==> src/rtl/int_div_unit_if.sv <==
// Issue/result port bundle of the integer divide unit.
// The master side issues operations and the slave side (the unit) returns results.
interface int_div_unit_if;
    logic        start;
    logic [1:0]  funct;
    logic [31:0] rs1;
    logic [31:0] rs2;
    logic [4:0]  rd_in;
    logic        stall;
    logic        kill;
    logic        p_signal;
    logic        p_signal_start;
    logic        busy;
    logic [31:0] result;
    logic [4:0]  rd_out;

    modport master (
        output start, funct, rs1, rs2, rd_in, stall, kill,
        input  p_signal, p_signal_start, busy, result, rd_out
    );

    modport slave (
        input  start, funct, rs1, rs2, rd_in, stall, kill,
        output p_signal, p_signal_start, busy, result, rd_out
    );
endinterface

==> src/rtl/int_div_unit.sv <==
// Iterative restoring radix-2 divider for DIV/DIVU/REM/REMU.
// Takes 32 cycles per operation; divide-by-zero and signed overflow finish in one cycle.
module int_div_unit (
    input  logic          clk,
    input  logic          rst,
    int_div_unit_if.slave div_if
);
    localparam int unsigned XLEN  = 32;
    localparam int unsigned CNT_W = 5;
    localparam int unsigned TAG_W = 5;
    localparam logic [CNT_W-1:0] LAST_STEP = CNT_W'(XLEN - 1);
    localparam logic [XLEN-1:0]  INT_MIN   = {1'b1, {(XLEN-1){1'b0}}};

    typedef enum logic [1:0] {
        IDLE = 2'd0,
        CALC = 2'd1,
        DONE = 2'd2
    } state_e;

    state_e            state_q;
    logic [CNT_W-1:0]  cnt_q;
    logic [XLEN-1:0]   rem_q;
    logic [XLEN-1:0]   quo_q;
    logic [XLEN-1:0]   dvs_q;
    logic              neg_quo_q;
    logic              neg_rem_q;
    logic              sel_rem_q;
    logic [TAG_W-1:0]  tag_q;
    logic              p_signal_q;
    logic              p_start_q;
    logic [XLEN-1:0]   result_q;
    logic [TAG_W-1:0]  rd_out_q;

    logic              is_signed_c;
    logic              accept_c;
    logic              div_zero_c;
    logic              ovf_c;
    logic              bypass_c;
    logic [XLEN-1:0]   mag1_c;
    logic [XLEN-1:0]   mag2_c;
    logic [XLEN-1:0]   byp_res_c;

    // Issue decode: acceptance, operand magnitudes and single-cycle special cases.
    always_comb begin
        is_signed_c = ~div_if.funct[0];
        accept_c    = div_if.start & ~div_if.kill &
                      ((state_q == IDLE) | ((state_q == DONE) & ~div_if.stall));
        div_zero_c  = (div_if.rs2 == '0);
        ovf_c       = is_signed_c & (div_if.rs1 == INT_MIN) & (div_if.rs2 == '1);
        bypass_c    = div_zero_c | ovf_c;
        mag1_c      = (is_signed_c & div_if.rs1[XLEN-1]) ? (-div_if.rs1) : div_if.rs1;
        mag2_c      = (is_signed_c & div_if.rs2[XLEN-1]) ? (-div_if.rs2) : div_if.rs2;
        byp_res_c   = '0;
        if (div_zero_c) begin
            byp_res_c = div_if.funct[1] ? div_if.rs1 : '1;
        end else if (ovf_c) begin
            byp_res_c = div_if.funct[1] ? '0 : INT_MIN;
        end
    end

    logic [XLEN:0]     shifted_c;
    logic              fits_c;
    logic [XLEN-1:0]   rem_d;
    logic [XLEN-1:0]   quo_d;
    logic [XLEN-1:0]   quo_fin_c;
    logic [XLEN-1:0]   rem_fin_c;
    logic [XLEN-1:0]   calc_res_c;

    // One restoring step; the dividend shifts out of quo_q as quotient bits shift in.
    always_comb begin
        shifted_c  = {rem_q, quo_q[XLEN-1]};
        fits_c     = (shifted_c >= {1'b0, dvs_q});
        rem_d      = fits_c ? XLEN'(shifted_c - {1'b0, dvs_q}) : shifted_c[XLEN-1:0];
        quo_d      = {quo_q[XLEN-2:0], fits_c};
        quo_fin_c  = neg_quo_q ? (-quo_d) : quo_d;
        rem_fin_c  = neg_rem_q ? (-rem_d) : rem_d;
        calc_res_c = sel_rem_q ? rem_fin_c : quo_fin_c;
    end

    // Control FSM plus datapath registers.
    always_ff @(posedge clk) begin
        if (rst) begin
            state_q    <= IDLE;
            cnt_q      <= '0;
            rem_q      <= '0;
            quo_q      <= '0;
            dvs_q      <= '0;
            neg_quo_q  <= 1'b0;
            neg_rem_q  <= 1'b0;
            sel_rem_q  <= 1'b0;
            tag_q      <= '0;
            p_signal_q <= 1'b0;
            p_start_q  <= 1'b0;
            result_q   <= '0;
            rd_out_q   <= '0;
        end else begin
            p_start_q <= accept_c;
            if (div_if.kill) begin
                state_q    <= IDLE;
                cnt_q      <= '0;
                p_signal_q <= 1'b0;
                result_q   <= '0;
                rd_out_q   <= '0;
            end else begin
                case (state_q)
                    CALC: begin
                        rem_q <= rem_d;
                        quo_q <= quo_d;
                        cnt_q <= cnt_q + 1'b1;
                        if (cnt_q == LAST_STEP) begin
                            state_q    <= DONE;
                            p_signal_q <= 1'b1;
                            result_q   <= calc_res_c;
                            rd_out_q   <= tag_q;
                        end
                    end
                    DONE: begin
                        if (!div_if.stall) begin
                            state_q    <= IDLE;
                            p_signal_q <= 1'b0;
                            result_q   <= '0;
                            rd_out_q   <= '0;
                        end
                    end
                    default: ;
                endcase
                // A new issue overrides the consume path above (back-to-back).
                if (accept_c) begin
                    tag_q     <= div_if.rd_in;
                    sel_rem_q <= div_if.funct[1];
                    neg_quo_q <= is_signed_c & (div_if.rs1[XLEN-1] ^ div_if.rs2[XLEN-1]);
                    neg_rem_q <= is_signed_c & div_if.rs1[XLEN-1];
                    rem_q     <= '0;
                    quo_q     <= mag1_c;
                    dvs_q     <= mag2_c;
                    cnt_q     <= '0;
                    if (bypass_c) begin
                        state_q    <= DONE;
                        p_signal_q <= 1'b1;
                        result_q   <= byp_res_c;
                        rd_out_q   <= div_if.rd_in;
                    end else begin
                        state_q <= CALC;
                    end
                end
            end
        end
    end

    assign div_if.p_signal       = p_signal_q;
    assign div_if.p_signal_start = p_start_q;
    assign div_if.result         = result_q;
    assign div_if.rd_out         = rd_out_q;
    assign div_if.busy           = (state_q == CALC) | ((state_q == DONE) & div_if.stall);

endmodule

==> src/flat_wrapper.sv <==
// flat-port wrapper written by rule: the top's interface ports become plain ports
module int_div_unit_flat 
  (clk, rst, div_if_start, div_if_funct, div_if_rs1, div_if_rs2, div_if_rd_in, div_if_stall, div_if_kill, div_if_p_signal, div_if_p_signal_start, div_if_busy, div_if_result, div_if_rd_out);
  int_div_unit_if div_if_i ();
  input  logic clk;
  input  logic rst;
  input wire logic [$bits(div_if_i.start)-1:0] div_if_start;
  input wire logic [$bits(div_if_i.funct)-1:0] div_if_funct;
  input wire logic [$bits(div_if_i.rs1)-1:0] div_if_rs1;
  input wire logic [$bits(div_if_i.rs2)-1:0] div_if_rs2;
  input wire logic [$bits(div_if_i.rd_in)-1:0] div_if_rd_in;
  input wire logic [$bits(div_if_i.stall)-1:0] div_if_stall;
  input wire logic [$bits(div_if_i.kill)-1:0] div_if_kill;
  output wire logic [$bits(div_if_i.p_signal)-1:0] div_if_p_signal;
  output wire logic [$bits(div_if_i.p_signal_start)-1:0] div_if_p_signal_start;
  output wire logic [$bits(div_if_i.busy)-1:0] div_if_busy;
  output wire logic [$bits(div_if_i.result)-1:0] div_if_result;
  output wire logic [$bits(div_if_i.rd_out)-1:0] div_if_rd_out;
  assign div_if_i.start = div_if_start;
  assign div_if_i.funct = div_if_funct;
  assign div_if_i.rs1 = div_if_rs1;
  assign div_if_i.rs2 = div_if_rs2;
  assign div_if_i.rd_in = div_if_rd_in;
  assign div_if_i.stall = div_if_stall;
  assign div_if_i.kill = div_if_kill;
  assign div_if_p_signal = div_if_i.p_signal;
  assign div_if_p_signal_start = div_if_i.p_signal_start;
  assign div_if_busy = div_if_i.busy;
  assign div_if_result = div_if_i.result;
  assign div_if_rd_out = div_if_i.rd_out;
  int_div_unit u_core (.clk(clk), .rst(rst), .div_if(div_if_i));
endmodule
==> config.mk <==
export PLATFORM = sky130hd
export DESIGN_NAME = int_div_unit_flat
export DESIGN_NICKNAME = d
export VERILOG_FILES = /design/src/rtl/int_div_unit_if.sv /design/src/rtl/int_div_unit.sv /design/src/flat_wrapper.sv
export SDC_FILE = /design/constraint.sdc
export NUM_CORES = 1
export LEC_CHECK = 0
export CAP_MARGIN = 20
export CORE_MARGIN = 10
export CORE_UTILIZATION = 23
export DETAILED_ROUTE_END_ITERATION = 10
export GPL_TIMING_DRIVEN = 0
export HOLD_SLACK_MARGIN = 0.12
export SYNTH_ARGS = -nofsm -noshare
export SYNTH_HDL_FRONTEND = slang
export SYNTH_SLANG_ARGS = --single-unit
==> constraint.sdc <==
create_clock -name clk -period 11.2 [get_ports clk]
set_clock_uncertainty 0.1 [all_clocks]
set_input_delay 3.36 -clock clk [delete_from_list [all_inputs] [get_ports clk]]
set_output_delay 3.36 -clock clk [all_outputs]
set_load 0.1 [all_outputs]
# Yosys cells after proc, flatten, opt, wreduce, memory -nomap -nowiden
# Index checks and enable logic that the tools add are counted.
# totals
out_inout_bits	40
input_bits	76
elab_cells	86
reg_bits	150
# classes
bitwise	16
add_sub_neg	6
reduce_logical	9
mux	34
order_cmp	1
eq_ne	7
# op_table
cell	count
two-way mux 32 bit	18
negation 32 bit	4
equality test 32 bit, second input constant	2
one-hot mux 32 bit (2 select lines)	1
greater-or-equal comparator 33 x 32 -> 1 bit	1
zero test 32 bit	1
subtractor 32 bit	1
two-way mux 5 bit	4
one-hot mux 5 bit (2 select lines)	1
bitwise AND 1 bit	9
two-way mux 2 bit	4
adder 5 x 1 -> 5 bit, second input constant	1
equality test 5 bit, second input constant	1
two-way mux 1 bit	4
one-hot mux 2 bit (2 select lines)	1
AND reduction 2 bit	2
!= test 3 x 1 -> 1 bit, second input constant	1
!= test 3 x 2 -> 1 bit, second input constant	1
inverter 1 bit	3
OR 1 bit	3
AND reduction 3 bit	1
nonzero test 3 bit	1
OR reduction 3 bit	1
equality test 2 x 1 -> 1 bit, second input constant	1
6 further kinds	6

# Longest topological paths before layout
# depth
depth_word	9
mapped_depth	22
mapped_depth_nobuf	17

# Worst setup path before layout
# Ideal clock, no wire load.
# synth_path
path_type	input to output
from	input port div_if_stall
to	output port div_if_busy
setup_slack_ns	3.627
arrival_time_ns	4.113
path_buffers	0
t_required_ns	7.740
cell_stages	2
cell_sequence	nand2_1 -> nand2b_1
# synth_via
elab_chain_len	2
# synth_lines
item	line	text
start, declared	flat_wrapper.sv:12	input wire logic [$bits(div_if_i.stall)-1:0] div_if_stall;
bitwise AND 1 bit	int_div_unit.sv:154	assign div_if.busy = (state_q == CALC) | ((state_q == DONE) & div_if.stall);
OR 1 bit	int_div_unit.sv:154	
end, declared	flat_wrapper.sv:16	output wire logic [$bits(div_if_i.busy)-1:0] div_if_busy;
# No other way between the ends.

# Worst setup path in the final report
# Ends and elaborated chain as after synthesis.

==> impl_metrics.prom <==
# TYPE chip_impl_metric gauge
chip_impl_metric{name="top_level_ports",unit=""} 116
chip_impl_metric{name="synth_cell_type_count",unit=""} 72
chip_impl_metric{name="wl_per_cell",unit="microns"} 20.7
chip_impl_metric{name="layout.core_utilization",unit="%"} 28.5
chip_impl_metric{name="fraction_of_the_yosys_area_taken_by_sequential_cells",unit="%"} 25.6
chip_impl_metric{name="holdWs",unit="ns"} 0.362
chip_impl_metric{name="final.min_clock_period",unit="ns"} 8.65
chip_impl_metric{name="die_height",unit="microns"} 246
chip_impl_metric{name="htreeDepth",unit=""} 4
chip_impl_metric{name="dieArea",unit="sq mm"} 0.0604
chip_impl_metric{name="hold_viol_final",unit=""} 0
chip_impl_metric{name="synth-edff-count",unit=""} 0
chip_impl_metric{name="rows",unit=""} 82
chip_impl_metric{name="maxClockFrequency",unit="MHz"} 116
chip_impl_info{name="rsz0062_at_grt",value="no"} 1
chip_impl_metric{name="number_of_port_buffers",unit=""} 114
chip_impl_info{name="crit_path_start",value="div_if_stall"} 1
chip_impl_info{name="cp-end-kind",value="primary output"} 1
chip_impl_info{name="post-synth-top-area-cell",value="sky130_fd_sc_hd__dfxtp_1"} 1
chip_impl_info{name="hold_path.class",value="register to register"} 1
chip_impl_metric{name="synth_net_count",unit=""} 1705
chip_impl_metric{name="flip_flop_and_latch_area",unit="sq mm"} 0.00300
chip_impl_metric{name="syn-mean-instance-area",unit="sq um"} 7.38
chip_impl_metric{name="grt_antenna_before_repair",unit=""} 1
chip_impl_metric{name="detailedPlacementHpwl",unit="microns"} 39400
chip_impl_metric{name="timing.setup.tns",unit="ns"} 0
chip_impl_metric{name="cp_data_arrival_time",unit="ns"} 5.19
chip_impl_info{name="crit_type",value="input pin to primary output"} 1
chip_impl_metric{name="ant_nets",unit=""} 0
chip_impl_metric{name="clockBufferDepth",unit=""} 2
chip_impl_metric{name="vdd.ir_drop.worst",unit="uV"} 115
chip_impl_metric{name="core",unit="sq mm"} 0.0503
chip_impl_metric{name="grt_first_pass_wirelength",unit="microns"} 74500
chip_impl_metric{name="placed_cells",unit=""} 2377
chip_impl_metric{name="avgViaCountPerCell",unit=""} 5.39
chip_impl_metric{name="drt_iter0_drc",unit=""} 1327
chip_impl_info{name="cts_root_buffer",value="sky130_fd_sc_hd__clkbuf_16"} 1
chip_impl_metric{name="max-cap-violations",unit=""} 0
chip_impl_metric{name="finalNonFillerCells",unit=""} 2409
chip_impl_metric{name="grt_use_total",unit="%"} 15.8
chip_impl_metric{name="critical_path_fanouts_max",unit=""} 2
chip_impl_metric{name="reported_leakage_power",unit="uW"} 0.00516
chip_impl_metric{name="placement.cell_area",unit="sq mm"} 0.0137
chip_impl_info{name="synth_ff_type",value="sky130_fd_sc_hd__dfxtp_1"} 1
chip_impl_info{name="post_synth_main_area_contributors",value="sky130_fd_sc_hd__dfxtp_1 26%, sky130_fd_sc_hd__nor2_1 6.4%, sky130_fd_sc_hd__xnor2_1 5.8%"} 1
chip_impl_metric{name="num_vias",unit=""} 13000
chip_impl_metric{name="die_x",unit="microns"} 246
chip_impl_metric{name="cts_hold_repair.buffers",unit=""} 0
chip_impl_info{name="worst_setup_start_kind",value="input pin"} 1
chip_impl_info{name="cts_tree",value="built"} 1
chip_impl_metric{name="tritoncts.num_buffers",unit=""} 17
chip_impl_info{name="hold_sp",value="u_core.div_if.result[16]"} 1
chip_impl_metric{name="cts_setup_buffers",unit=""} 0
chip_impl_metric{name="initial_utilization",unit="%"} 23.3
chip_impl_metric{name="path_clk_slew",unit="ns"} 0.07
chip_impl_metric{name="worst_skew_pair.late_latency",unit="ns"} 0.46
chip_impl_metric{name="power.density",unit="mW/mm^2"} 111
chip_impl_metric{name="design.final.nets",unit=""} 1842
chip_impl_metric{name="first_global_vias",unit=""} 12400
chip_impl_metric{name="antenna-diode-count",unit=""} 0
chip_impl_metric{name="final_number_of_max_transition_violations",unit=""} 0
chip_impl_metric{name="worst_slew_margin_relative_to_its_limit",unit="%"} 25.8
chip_impl_metric{name="r2r_setup_slack",unit="ns"} 4.38
chip_impl_info{name="outcome",value="finished, final reports clean"} 1
chip_impl_metric{name="asyncSetResetFlopFracSynth",unit="%"} 0
chip_impl_metric{name="postCtsResizedCells",unit=""} 0
chip_impl_metric{name="netlist_area",unit="sq mm"} 0.0117
chip_impl_metric{name="multi_input_comb_area",unit="sq mm"} 0.00808
chip_impl_metric{name="ys_warn_count",unit=""} 0
chip_impl_metric{name="max_slew.worst_pin.slew",unit="ns"} 1.11
chip_impl_metric{name="postSynthRegisterBits",unit=""} 150
chip_impl_metric{name="drive_above_1_share",unit="%"} 3.63
chip_impl_metric{name="remaining_drc_errors",unit=""} 0
chip_impl_metric{name="grt_start_max_net_pins",unit=""} 17
chip_impl_metric{name="clkSinkCount",unit=""} 150
chip_impl_metric{name="finalWeightedCongestion",unit=""} 0.950
chip_impl_metric{name="filler_cell_count",unit=""} 5521
chip_impl_metric{name="setup_viol",unit=""} 0
chip_impl_metric{name="synthesis.instances",unit=""} 1587
chip_impl_metric{name="detail_route.wirelength",unit="microns"} 49900
chip_impl_metric{name="required",unit="ns"} 7.74
chip_impl_metric{name="post-route-cell-area",unit="sq mm"} 0.0143
chip_impl_metric{name="area_growth_syn_to_layout",unit="%"} 22.3
chip_impl_metric{name="grt_overflow",unit=""} 0
chip_impl_metric{name="final_min_period_over_clock_period",unit="%"} 77.2
chip_impl_metric{name="synthDominantCellAreaShare",unit="%"} 25.6
chip_impl_metric{name="first_pass_iters",unit=""} 5
chip_impl_info{name="worstReg2RegStart",value="u_core.rem_q[7]"} 1
-- logic make-up after synthesis --
group           synth area share [%]
compound gates                  28.7
xor+xnor                        9.94
fa+ha+maj                       4.55
buf+inv                         5.40
flops                           25.6
mux                             3.36
simple gates                    22.4
-- state kept, by name (all words and copies together) (netlist names) --
name,cells
u_core.quo_q,32
u_core.sel_rem_q,1
u_core.neg_quo_q,1
u_core.rem_q,32
u_core.div_if.rd_out,5
u_core.div_if.p_signal_start,1
u_core.dvs_q,32
u_core.neg_rem_q,1
u_core.tag_q,5
u_core.state_q,2
u_core.div_if.result,32
u_core.div_if.p_signal,1
u_core.cnt_q,5
-- power by group --
| group | leakage, uW | total [uW] | internal [uW] | switching, uW |
|---|---|---|---|---|
| Clock | 0.000302 | 617 | 342 | 275 |
| Sequential | 0.00122 | 569 | 552 | 17.8 |
| Combinational | 0.00364 | 398 | 139 | 259 |
| Total | 0.00516 | 1580 | 1030 | 552 |
-- layout make-up --
cell class / count / area share, %
inverters: 65 / 1.72
clock inverters: 14 / 1.15
plain buffers: 99 / 2.70
well taps: 672 / 5.87
multi-input cells: 1273 / 56.4
repair buffers: 118 / 8.12
clock buffers: 18 / 3.06
flip-flops and latches: 150 / 21.0
-- cells in the mapped netlist, types with 5 or more instances --
cell                       number
sky130_fd_sc_hd__nand4_1       29
sky130_fd_sc_hd__a211oi_1      64
sky130_fd_sc_hd__and4_1         8
sky130_fd_sc_hd__xnor2_1       78
sky130_fd_sc_hd__clkbuf_1      84
sky130_fd_sc_hd__nand2_1      124
sky130_fd_sc_hd__o21a_1        14
sky130_fd_sc_hd__a21oi_1      133
sky130_fd_sc_hd__buf_2          5
sky130_fd_sc_hd__o41ai_1       16
sky130_fd_sc_hd__xor2_1        55
sky130_fd_sc_hd__nand3_1       30
sky130_fd_sc_hd__o211ai_1      21
sky130_fd_sc_hd__nand2b_1      17
sky130_fd_sc_hd__and3_1        15
sky130_fd_sc_hd__buf_1          8
sky130_fd_sc_hd__nor3_1        31
sky130_fd_sc_hd__mux2i_1       36
sky130_fd_sc_hd__a22oi_1       20
sky130_fd_sc_hd__a221oi_1       9
sky130_fd_sc_hd__a21o_1        20
sky130_fd_sc_hd__a211o_1        5
sky130_fd_sc_hd__or4_1         15
sky130_fd_sc_hd__and2_1        16
sky130_fd_sc_hd__inv_1         63
sky130_fd_sc_hd__o21ai_0      100
sky130_fd_sc_hd__nor4_1        15
sky130_fd_sc_hd__or3_1         21
sky130_fd_sc_hd__o31ai_1       26
sky130_fd_sc_hd__dfxtp_1      150
sky130_fd_sc_hd__nor2b_1       15
sky130_fd_sc_hd__nor2_1       201
sky130_fd_sc_hd__a311oi_1      11
sky130_fd_sc_hd__a31oi_1       17
sky130_fd_sc_hd__ha_1          41
sky130_fd_sc_hd__a222oi_1       6
-- worst paths after layout --
| check | end | depth (start not counted) |
|---|---|---|
| setup / recovery | div_if_busy | 4 |
| hold / removal | u_core.div_if.result[16] | 2 |
| setup reg to reg | u_core.div_if.result[28] | 19 |
| hold reg to reg | u_core.div_if.result[16] | 2 |
-- metrics by stage --
step	setup slack (ns)	power, uW
CTS	2.52	1580
detailed placement	2.53	969
global route	2.48	1640
global placement	2.53	966
floorplan	3.63	825
finish	2.55	1580
-- worst max-delay path: stages --
cell	delay (ns)
sky130_fd_sc_hd__clkdlybuf4s50_1	0.49
sky130_fd_sc_hd__nand2_1	0.09
sky130_fd_sc_hd__nand2b_1	0.11
sky130_fd_sc_hd__clkdlybuf4s50_1	1.14
-- placed cells by master (no fill, tap or decap), types with 26 or more instances in the layout --
cell / n
sky130_fd_sc_hd__a211oi_1: 64
sky130_fd_sc_hd__a21oi_1: 133
sky130_fd_sc_hd__clkbuf_1: 84
sky130_fd_sc_hd__clkdlybuf4s50_1: 114
sky130_fd_sc_hd__dfxtp_1: 150
sky130_fd_sc_hd__ha_1: 41
sky130_fd_sc_hd__inv_1: 63
sky130_fd_sc_hd__mux2i_1: 36
sky130_fd_sc_hd__nand2_1: 124
sky130_fd_sc_hd__nand3_1: 30
sky130_fd_sc_hd__nand4_1: 29
sky130_fd_sc_hd__nor2_1: 201
sky130_fd_sc_hd__nor3_1: 31
sky130_fd_sc_hd__o21ai_0: 100
sky130_fd_sc_hd__o31ai_1: 26
sky130_fd_sc_hd__xnor2_1: 78
sky130_fd_sc_hd__xor2_1: 55
-- layer usage --
metal / vias up / GRT usage, % / routed length (microns)
li1: 6087 / - / -
met1: 6245 / 19.3 / 21000
met2: 545 / 27.0 / 24000
met3: 100 / 2.05 / 2950
met4: 0 / 7.59 / 2040
met5: - / 0 / 0
No activity file was read; power rests on OpenSTA's default activity.
